==> src/rtl/cmd_proc_q_pkg.sv <==
// Shared opcodes, executor states and response codes for the queued command processor.
package cmd_proc_q_pkg;

    typedef enum logic [3:0] {
        OP_CAL     = 4'h0,
        OP_MOVE    = 4'h2,
        OP_MOVE_FF = 4'h3,
        OP_TOUR    = 4'h4,
        OP_ABORT   = 4'hF
    } opcode_e;

    typedef enum logic [2:0] {
        IDLE,
        CAL,
        ALIGN,
        RAMP,
        CRUISE,
        DECEL,
        DONE
    } state_e;

    localparam logic [7:0] ACK     = 8'hA5;
    localparam logic [7:0] ABORTED = 8'h5A;
    localparam logic [7:0] NACK    = 8'hEE;

    function automatic logic [11:0] sat12(input logic signed [12:0] v);
        if (v > 13'sd2047)
            return 12'h7FF;
        else if (v < -13'sd2048)
            return 12'h800;
        else
            return v[11:0];
    endfunction

endpackage

==> src/rtl/cmd_proc_q_if.sv <==
// UART-side command/response handshake: master is the UART wrapper, slave is the processor.
interface cmd_proc_q_if;
    logic [15:0] cmd;
    logic        cmd_rdy;
    logic        clr_cmd_rdy;
    logic        send_resp;
    logic [7:0]  resp;

    modport master (output cmd, cmd_rdy, input clr_cmd_rdy, send_resp, resp);
    modport slave  (input cmd, cmd_rdy, output clr_cmd_rdy, send_resp, resp);
endinterface

==> src/rtl/cmd_proc_q_fifo.sv <==
// Show-ahead FIFO: head word is visible on pop_dat, pop retires it; writes land one clk after push.
// Push when full and pop when empty are ignored; flush empties the queue in one clk.
module cmd_fifo #(
    parameter int W     = 16,
    parameter int DEPTH = 4
) (
    input  logic                         clk,
    input  logic                         rst_n,
    input  logic                         push,
    input  logic [W-1:0]                 push_dat,
    input  logic                         pop,
    output logic [W-1:0]                 pop_dat,
    input  logic                         flush,
    output logic [$clog2(DEPTH+1)-1:0]   count,
    output logic                         full,
    output logic                         empty
);
    localparam int AW = $clog2(DEPTH);
    localparam int CW = $clog2(DEPTH+1);

    logic [W-1:0]  mem [DEPTH];
    logic [AW-1:0] wr_ptr, rd_ptr;
    logic          do_push, do_pop;

    assign full    = (count == CW'(DEPTH));
    assign empty   = (count == '0);
    assign do_push = push & ~full;
    assign do_pop  = pop & ~empty;
    assign pop_dat = mem[rd_ptr];

    always_ff @(posedge clk) begin
        if (do_push)
            mem[wr_ptr] <= push_dat;
    end

    always_ff @(posedge clk or negedge rst_n) begin
        if (!rst_n) begin
            wr_ptr <= '0;
            rd_ptr <= '0;
            count  <= '0;
        end else if (flush) begin
            wr_ptr <= '0;
            rd_ptr <= '0;
            count  <= '0;
        end else begin
            if (do_push) wr_ptr <= wr_ptr + AW'(1);
            if (do_pop)  rd_ptr <= rd_ptr + AW'(1);
            case ({do_push, do_pop})
                2'b10:   count <= count + CW'(1);
                2'b01:   count <= count - CW'(1);
                default: count <= count;
            endcase
        end
    end
endmodule

==> src/rtl/cmd_proc_q.sv <==
// Knight-robot command processor: queued intake, calibrate/move/tour executor; pulse outputs are registered (1 clk).
// Full queue withholds clr_cmd_rdy so cmd_rdy stays high; abort bypasses the queue and flushes it.
module cmd_proc_q
    import cmd_proc_q_pkg::*;
#(
    parameter bit                 FAST_SIM = 1'b1,
    parameter int                 FRWRD_W  = 10,
    parameter logic [FRWRD_W-1:0] MAX_SPD  = 'h300,
    parameter int                 QDEPTH   = 4,
    parameter logic [11:0]        ERR_THR  = 12'h030,
    parameter logic [11:0]        NUDGE    = 12'h05F
) (
    input  logic                         clk,
    input  logic                         rst_n,
    cmd_proc_q_if.slave                  uart,
    output logic                         strt_cal,
    input  logic                         cal_done,
    input  logic [11:0]                  heading,
    input  logic                         heading_rdy,
    input  logic                         lftIR,
    input  logic                         rghtIR,
    input  logic                         cntrIR,
    output logic [11:0]                  error,
    output logic [FRWRD_W-1:0]           frwrd,
    output logic                         moving,
    output logic                         tour_go,
    output logic                         fanfare_go,
    output logic [$clog2(QDEPTH+1)-1:0]  q_count
);
    localparam logic [FRWRD_W-1:0] INC  = FAST_SIM ? FRWRD_W'(32'h20) : FRWRD_W'(32'h04);
    localparam logic [FRWRD_W-1:0] INC2 = INC << 1;

    state_e              state, state_nxt;
    logic [15:0]         head;
    logic                full, empty, take, push, pop, abort_in;
    logic                abort_pend, clr_pend, start_move;
    logic [11:0]         desired;
    logic [3:0]          sq;
    logic                ff_move;
    logic [4:0]          line_cnt;
    logic [2:0]          ir_sync;
    logic                ir_rise, counting, hit, aligned;
    logic [FRWRD_W-1:0]  frwrd_nxt, ramp_up, ramp_dn;
    logic [FRWRD_W:0]    up_sum;
    logic [11:0]         diff;
    logic signed [12:0]  err_sum;
    logic [12:0]         err_ext, err_abs;
    logic                clr_q, send_q, send_nxt, strt_nxt, tour_nxt, fan_nxt;
    logic [7:0]          resp_q, resp_nxt;

    // clr_q masks the cycle in which the wrapper is still dropping cmd_rdy
    assign take     = uart.cmd_rdy & ~clr_q;
    assign abort_in = take & (uart.cmd[15:12] == OP_ABORT);
    assign push     = take & ~abort_in & ~full;

    cmd_fifo #(.W(16), .DEPTH(QDEPTH)) u_fifo (
        .clk      (clk),
        .rst_n    (rst_n),
        .push     (push),
        .push_dat (uart.cmd),
        .pop      (pop),
        .pop_dat  (head),
        .flush    (abort_in),
        .count    (q_count),
        .full     (full),
        .empty    (empty)
    );

    assign diff = heading - desired;
    always_comb begin
        err_sum = $signed({diff[11], diff});
        if (lftIR && !rghtIR)
            err_sum = err_sum + $signed({1'b0, NUDGE});
        else if (rghtIR && !lftIR)
            err_sum = err_sum - $signed({1'b0, NUDGE});
    end
    assign error   = sat12(err_sum);
    assign err_ext = {error[11], error};
    assign err_abs = error[11] ? (~err_ext + 13'd1) : err_ext;
    assign aligned = err_abs < {1'b0, ERR_THR};

    assign up_sum  = {1'b0, frwrd} + {1'b0, INC};
    assign ramp_up = (up_sum >= {1'b0, MAX_SPD}) ? MAX_SPD : up_sum[FRWRD_W-1:0];
    assign ramp_dn = (frwrd > INC2) ? (frwrd - INC2) : '0;

    assign ir_rise  = ir_sync[1] & ~ir_sync[2];
    assign counting = (state == ALIGN) || (state == RAMP) || (state == CRUISE);
    assign hit      = line_cnt >= {sq, 1'b0};
    assign moving   = counting || (state == DECEL);

    assign uart.clr_cmd_rdy = clr_q;
    assign uart.send_resp   = send_q;
    assign uart.resp        = resp_q;

    always_comb begin
        state_nxt  = state;
        frwrd_nxt  = frwrd;
        pop        = 1'b0;
        send_nxt   = 1'b0;
        resp_nxt   = resp_q;
        strt_nxt   = 1'b0;
        tour_nxt   = 1'b0;
        fan_nxt    = 1'b0;
        clr_pend   = 1'b0;
        start_move = 1'b0;
        case (state)
            IDLE: begin
                if (abort_pend) begin
                    send_nxt = 1'b1;
                    resp_nxt = ABORTED;
                    clr_pend = 1'b1;
                end else if (!abort_in && !empty) begin
                    pop = 1'b1;
                    case (head[15:12])
                        OP_CAL: begin
                            strt_nxt  = 1'b1;
                            state_nxt = CAL;
                        end
                        OP_MOVE, OP_MOVE_FF: begin
                            start_move = 1'b1;
                            state_nxt  = ALIGN;
                        end
                        OP_TOUR: tour_nxt = 1'b1;
                        default: begin
                            send_nxt = 1'b1;
                            resp_nxt = NACK;
                        end
                    endcase
                end
            end
            CAL: begin
                if (cal_done) begin
                    send_nxt  = 1'b1;
                    resp_nxt  = abort_pend ? ABORTED : ACK;
                    clr_pend  = 1'b1;
                    state_nxt = IDLE;
                end
            end
            ALIGN: begin
                if (abort_pend || sq == 4'h0)
                    state_nxt = DECEL;
                else if (heading_rdy && aligned)
                    state_nxt = RAMP;
            end
            RAMP: begin
                if (abort_pend || hit)
                    state_nxt = DECEL;
                else if (heading_rdy) begin
                    frwrd_nxt = ramp_up;
                    if (ramp_up == MAX_SPD)
                        state_nxt = CRUISE;
                end
            end
            CRUISE: begin
                if (abort_pend || hit)
                    state_nxt = DECEL;
            end
            DECEL: begin
                if (frwrd == '0)
                    state_nxt = DONE;
                else if (heading_rdy)
                    frwrd_nxt = ramp_dn;
            end
            DONE: begin
                send_nxt  = 1'b1;
                resp_nxt  = abort_pend ? ABORTED : ACK;
                fan_nxt   = ff_move & ~abort_pend;
                clr_pend  = 1'b1;
                state_nxt = IDLE;
            end
            default: state_nxt = IDLE;
        endcase
    end

    always_ff @(posedge clk or negedge rst_n) begin
        if (!rst_n) begin
            state      <= IDLE;
            frwrd      <= '0;
            clr_q      <= 1'b0;
            send_q     <= 1'b0;
            resp_q     <= 8'h00;
            strt_cal   <= 1'b0;
            tour_go    <= 1'b0;
            fanfare_go <= 1'b0;
            abort_pend <= 1'b0;
            desired    <= 12'h000;
            sq         <= 4'h0;
            ff_move    <= 1'b0;
            line_cnt   <= 5'd0;
            ir_sync    <= 3'b000;
        end else begin
            state      <= state_nxt;
            frwrd      <= frwrd_nxt;
            clr_q      <= abort_in | push;
            send_q     <= send_nxt;
            resp_q     <= resp_nxt;
            strt_cal   <= strt_nxt;
            tour_go    <= tour_nxt;
            fanfare_go <= fan_nxt;
            ir_sync    <= {ir_sync[1:0], cntrIR};
            // a fresh abort outranks the clear of the one being answered
            if (abort_in)
                abort_pend <= 1'b1;
            else if (clr_pend)
                abort_pend <= 1'b0;
            if (start_move) begin
                desired  <= (head[11:4] == 8'h00) ? 12'h000 : {head[11:4], 4'hF};
                sq       <= head[3:0];
                ff_move  <= (head[15:12] == OP_MOVE_FF);
                line_cnt <= 5'd0;
            end else if (counting && ir_rise && line_cnt != 5'h1F) begin
                line_cnt <= line_cnt + 5'd1;
            end
        end
    end
endmodule

==> src/flat_wrapper.sv <==
// flat-port wrapper written by rule: the top's interface ports become plain ports
module cmd_proc_q_flat import cmd_proc_q_pkg::*;
#(
    parameter bit                 FAST_SIM = 1'b1,
    parameter int                 FRWRD_W  = 10,
    parameter logic [FRWRD_W-1:0] MAX_SPD  = 'h300,
    parameter int                 QDEPTH   = 4,
    parameter logic [11:0]        ERR_THR  = 12'h030,
    parameter logic [11:0]        NUDGE    = 12'h05F
)
  (clk, rst_n, strt_cal, cal_done, heading, heading_rdy, lftIR, rghtIR, cntrIR, error, frwrd, moving, tour_go, fanfare_go, q_count, uart_cmd, uart_cmd_rdy, uart_clr_cmd_rdy, uart_send_resp, uart_resp);
  cmd_proc_q_if uart_i ();
  input  logic clk;
  input  logic rst_n;
  output logic strt_cal;
  input  logic cal_done;
  input  logic [11:0] heading;
  input  logic heading_rdy;
  input  logic lftIR;
  input  logic rghtIR;
  input  logic cntrIR;
  output logic [11:0] error;
  output logic [FRWRD_W-1:0] frwrd;
  output logic moving;
  output logic tour_go;
  output logic fanfare_go;
  output logic [$clog2(QDEPTH+1)-1:0] q_count;
  input wire logic [$bits(uart_i.cmd)-1:0] uart_cmd;
  input wire logic [$bits(uart_i.cmd_rdy)-1:0] uart_cmd_rdy;
  output wire logic [$bits(uart_i.clr_cmd_rdy)-1:0] uart_clr_cmd_rdy;
  output wire logic [$bits(uart_i.send_resp)-1:0] uart_send_resp;
  output wire logic [$bits(uart_i.resp)-1:0] uart_resp;
  assign uart_i.cmd = uart_cmd;
  assign uart_i.cmd_rdy = uart_cmd_rdy;
  assign uart_clr_cmd_rdy = uart_i.clr_cmd_rdy;
  assign uart_send_resp = uart_i.send_resp;
  assign uart_resp = uart_i.resp;
  cmd_proc_q #(.FAST_SIM(FAST_SIM), .FRWRD_W(FRWRD_W), .MAX_SPD(MAX_SPD), .QDEPTH(QDEPTH), .ERR_THR(ERR_THR), .NUDGE(NUDGE)) u_core (.clk(clk), .rst_n(rst_n), .uart(uart_i), .strt_cal(strt_cal), .cal_done(cal_done), .heading(heading), .heading_rdy(heading_rdy), .lftIR(lftIR), .rghtIR(rghtIR), .cntrIR(cntrIR), .error(error), .frwrd(frwrd), .moving(moving), .tour_go(tour_go), .fanfare_go(fanfare_go), .q_count(q_count));
endmodule
==> config.mk <==
export PLATFORM = sky130hd
export DESIGN_NAME = cmd_proc_q_flat
export DESIGN_NICKNAME = d
export VERILOG_FILES = /design/src/rtl/cmd_proc_q_pkg.sv /design/src/rtl/cmd_proc_q_if.sv /design/src/rtl/cmd_proc_q_fifo.sv /design/src/rtl/cmd_proc_q.sv /design/src/flat_wrapper.sv
export SDC_FILE = /design/constraint.sdc
export NUM_CORES = 1
export LEC_CHECK = 0
export ABC_AREA = 1
export CORE_UTILIZATION = 57
export DETAILED_ROUTE_END_ITERATION = 16
export PLACE_DENSITY = 0.81
export SYNTH_ARGS = -nofsm -noshare
export SYNTH_HDL_FRONTEND = slang
export SYNTH_SLANG_ARGS = --single-unit
==> constraint.sdc <==
create_clock -name clk -period 4.39 [get_ports clk]
set_input_delay 0.878 -clock clk [delete_from_list [all_inputs] [get_ports clk]]
set_output_delay 0.878 -clock clk [all_outputs]
set_load 0.05 [all_outputs]
==> summary.txt <==
Status
  – Status: completed

Floorplan
  – Die Ht: 110 µm
  – Die X: 110 µm
  – Initial Util: 0.585
  – IO Pins: 75
  – Total die area: 12100 µm²
  – Std cell rows: 39
  – Core ar.: 11400 µm²

Finish
  – Diodes inserted: 0
  – Final core occ: 0.782
  – Commonest non-fill, non-tap cells in the layout: nand2_1 (183), inv_1 (93), edfxtp_1 (64)
  – Area grow syn2layout: 33.8%
  – Leading cell type in the layout, fill and taps excluded: nand2_1
  – Final instance area: 8890 µm²
  – Nets: 969
  – Share of cells above drive strength 1: 0.201
  – Post-route insts no fill: 1058

Detailed routing
  – Iteration-0 DRC Markers: 412
  – DRC viols: 0
  – Antenna Nets Post-Route: 0
  – Vias per cell: 5.66
  – Final wirelength: 16800 µm
  – Post-DR wirelength/cell: 15.9 µm
  – First-pass detailed-route iteration total: 6
  – Via count: 5985

Placed design
  – Placed cell count: 1006
  – Dpl cell area: 7810 µm²
  – Dpl hpwl: 10700 µm
  – Port Buffers: 74
  – Routability cong.: 0.871

Synth
  – Post-synth top area share: 0.289
  – Ys async rst share: 0.448
  – Synth unique cells: 48
  – Synthesized area per cell: 8.54 µm²
  – Leading area contributor after synthesis: edfxtp_1
  – Number of flops mapped to enable cells by yosys: 64
  – Syn Nets: 845
  – Seq/Total Area, Yosys: 0.485
  – Synth top area cells: edfxtp_1 (29%), dfrtp_1 (20%), nand2_1 (11%), inv_1 (5.6%), ha_1 (5.5%)
  – Mapped Area: 6650 µm²
  – Yosys warnings: 0
  – Syn Inst Count: 778
  – FF+latch count, synth: 116
  – Top_reg_cell synth: edfxtp_1

CTS
  – Worst-case clock buffer depth: 2
  – CTS H-tree lvls: 4
  – CTS Root Cell: clkbuf_16
  – Clock transition at the registers of the reported paths: 50 ps
  – Total CTS buffers: 17
  – Clock tree sinks: 116
  – Worst-Skew Late Latency: 410 ps
  – TritonCTS clock tree: done

Setup path
  – Critical Path AT: 3440 ps
  – WS Path Type: primary input to output port
  – Critical path launch point: heading[2]
  – R2R Setup Slk: 710 ps
  – R2R Path Start: u_core.desired[3]
  – Setup crit start kind: primary input
  – Crit-path max FO: 7
  – Critical Path End Type: output port
  – Data required time of the worst path: 3510 ps

Timing
  – Skew final: 5.64 ps
  – Worst Tran Pin Value: 1140 ps
  – Fin crit share: 0.982
  – Max-slew violations: 0
  – Hold slack: 369 ps
  – Slew Limit Headroom: 0.238
  – Final hold vios: 0
  – F_max: 232 MHz
  – Min cycle time layout: 4310 ps
  – Final Setup Violations: 0

Global routing
  – Initial antenna violation count: 0
  – Pin count of the biggest net entering global routing: 53
  – Gr usage total: 0.283
  – GR Overflow Total: 0
  – First-pass GRT wire length: 26000 µm
  – Vias in the first global route: 5738

Run
  – Maxcap violations: 0

Worst hold path
  – HP Class: flop to flop
  – Hold Path Origin: u_core.ir_sync[0]
critical path, stage by stage:
cell	delay, ps
clkdlybuf4s50_1	510
ha_4	240
a21oi_2	190
nand2_2	90
nand2_1	100
nand3_1	160
nand2_4	160
nand2_2	70
nor2_1	100
nand3_1	100
nand2_1	100
nand2_1	100
nand2_4	140
nand2_4	90
and2_4	150
inv_1	60
nand2_2	60
buf_12	150
through the flow:
stage	setup TNS (ps)	worst slack, ps
after CTS	0	30.3
after global placement	-635	-135
after floorplan	0	107
after detailed placement	-2690	-292
final	0	76.8
after global routing	-224	-56.4
final cells by class:
class / instances / area, µm²
well taps: 143 / 179
flip-flops and latches: 116 / 3220
fillers: 737 / 2480
repair buffers: 123 / 1230
clock buffers: 18 / 429
multi-input cells: 534 / 3220
inverters: 110 / 424
clock inverters: 14 / 180
cell usage after synthesis, types with 3 or more instances:
cell,number
nand2_1,193
inv_1,100
nor2_1,67
edfxtp_1,64
dfrtp_1,52
o21ai_0,47
nand3_1,42
ha_1,29
a21oi_1,28
nand2_2,18
nand4_1,17
xor2_1,15
clkbuf_1,11
nor3_1,11
a32o_1,9
o22ai_1,9
inv_2,7
buf_4,5
a31oi_1,4
clkinv_1,3
nor4_1,3
o211ai_1,3
xnor2_1,3
per-layer routing:
metal	wire [µm]	track usage	vias to the layer above	share of wire
met2	8700	0.493	234	0.52
met3	860	0.0664	60	0.051
met1	6720	0.330	2838	0.40
met4	549	0.130	0	0.033
met5	0	0	-	0
li1	-	-	2853	-
registers in the layout (all words and copies together) (netlist names), 2 cells and up:
name and cells:
u_core.u_fifo.rd_ptr 2, u_core.state 3, u_core.line_cnt 5, u_core.sq 4
u_core.u_fifo.wr_ptr 2, u_core.ir_sync 3, u_core.desired 9, u_core.u_fifo.mem 64
u_core.u_fifo.count 3, u_core.uart.resp 4, u_core.frwrd 10
path summary, 6_finish.rpt:
kind	end	cells past startpoint
max in group asynchronous	u_core.desired[11]	1
worst min-delay path	u_core.ir_sync[1]	0
worst max register to register	u_core.state[2]	25
min in group asynchronous	u_core.frwrd[0]	1
worst min register to register	u_core.ir_sync[1]	0
worst max-delay path	error[8]	18
repair_timing:
item | in CTS | in global routing
pin swaps | 12 | 25
resized for setup | 21 | 54
hold buffers | 0 | 0
setup endpoints to repair | 11 | 11
gates cloned | 2 | 0
setup buffers | 9 | 9
logic make-up (layout without fill, tap and decap cells):
| group | after synthesis | in the layout | share of synthesized area |
|---|---|---|---|
| simple gates | 363 | 365 | 0.239 |
| buf+inv | 130 | 265 | 0.0785 |
| compound gates | 120 | 120 | 0.113 |
| flops | 116 | 116 | 0.485 |
| fa+ha+maj | 31 | 31 | 0.0606 |
| xor+xnor | 18 | 18 | 0.0237 |
Power is left out: the tool's default activity adds up to more than one toggle a clock period on the data nets, which glitch-free logic cannot reach.
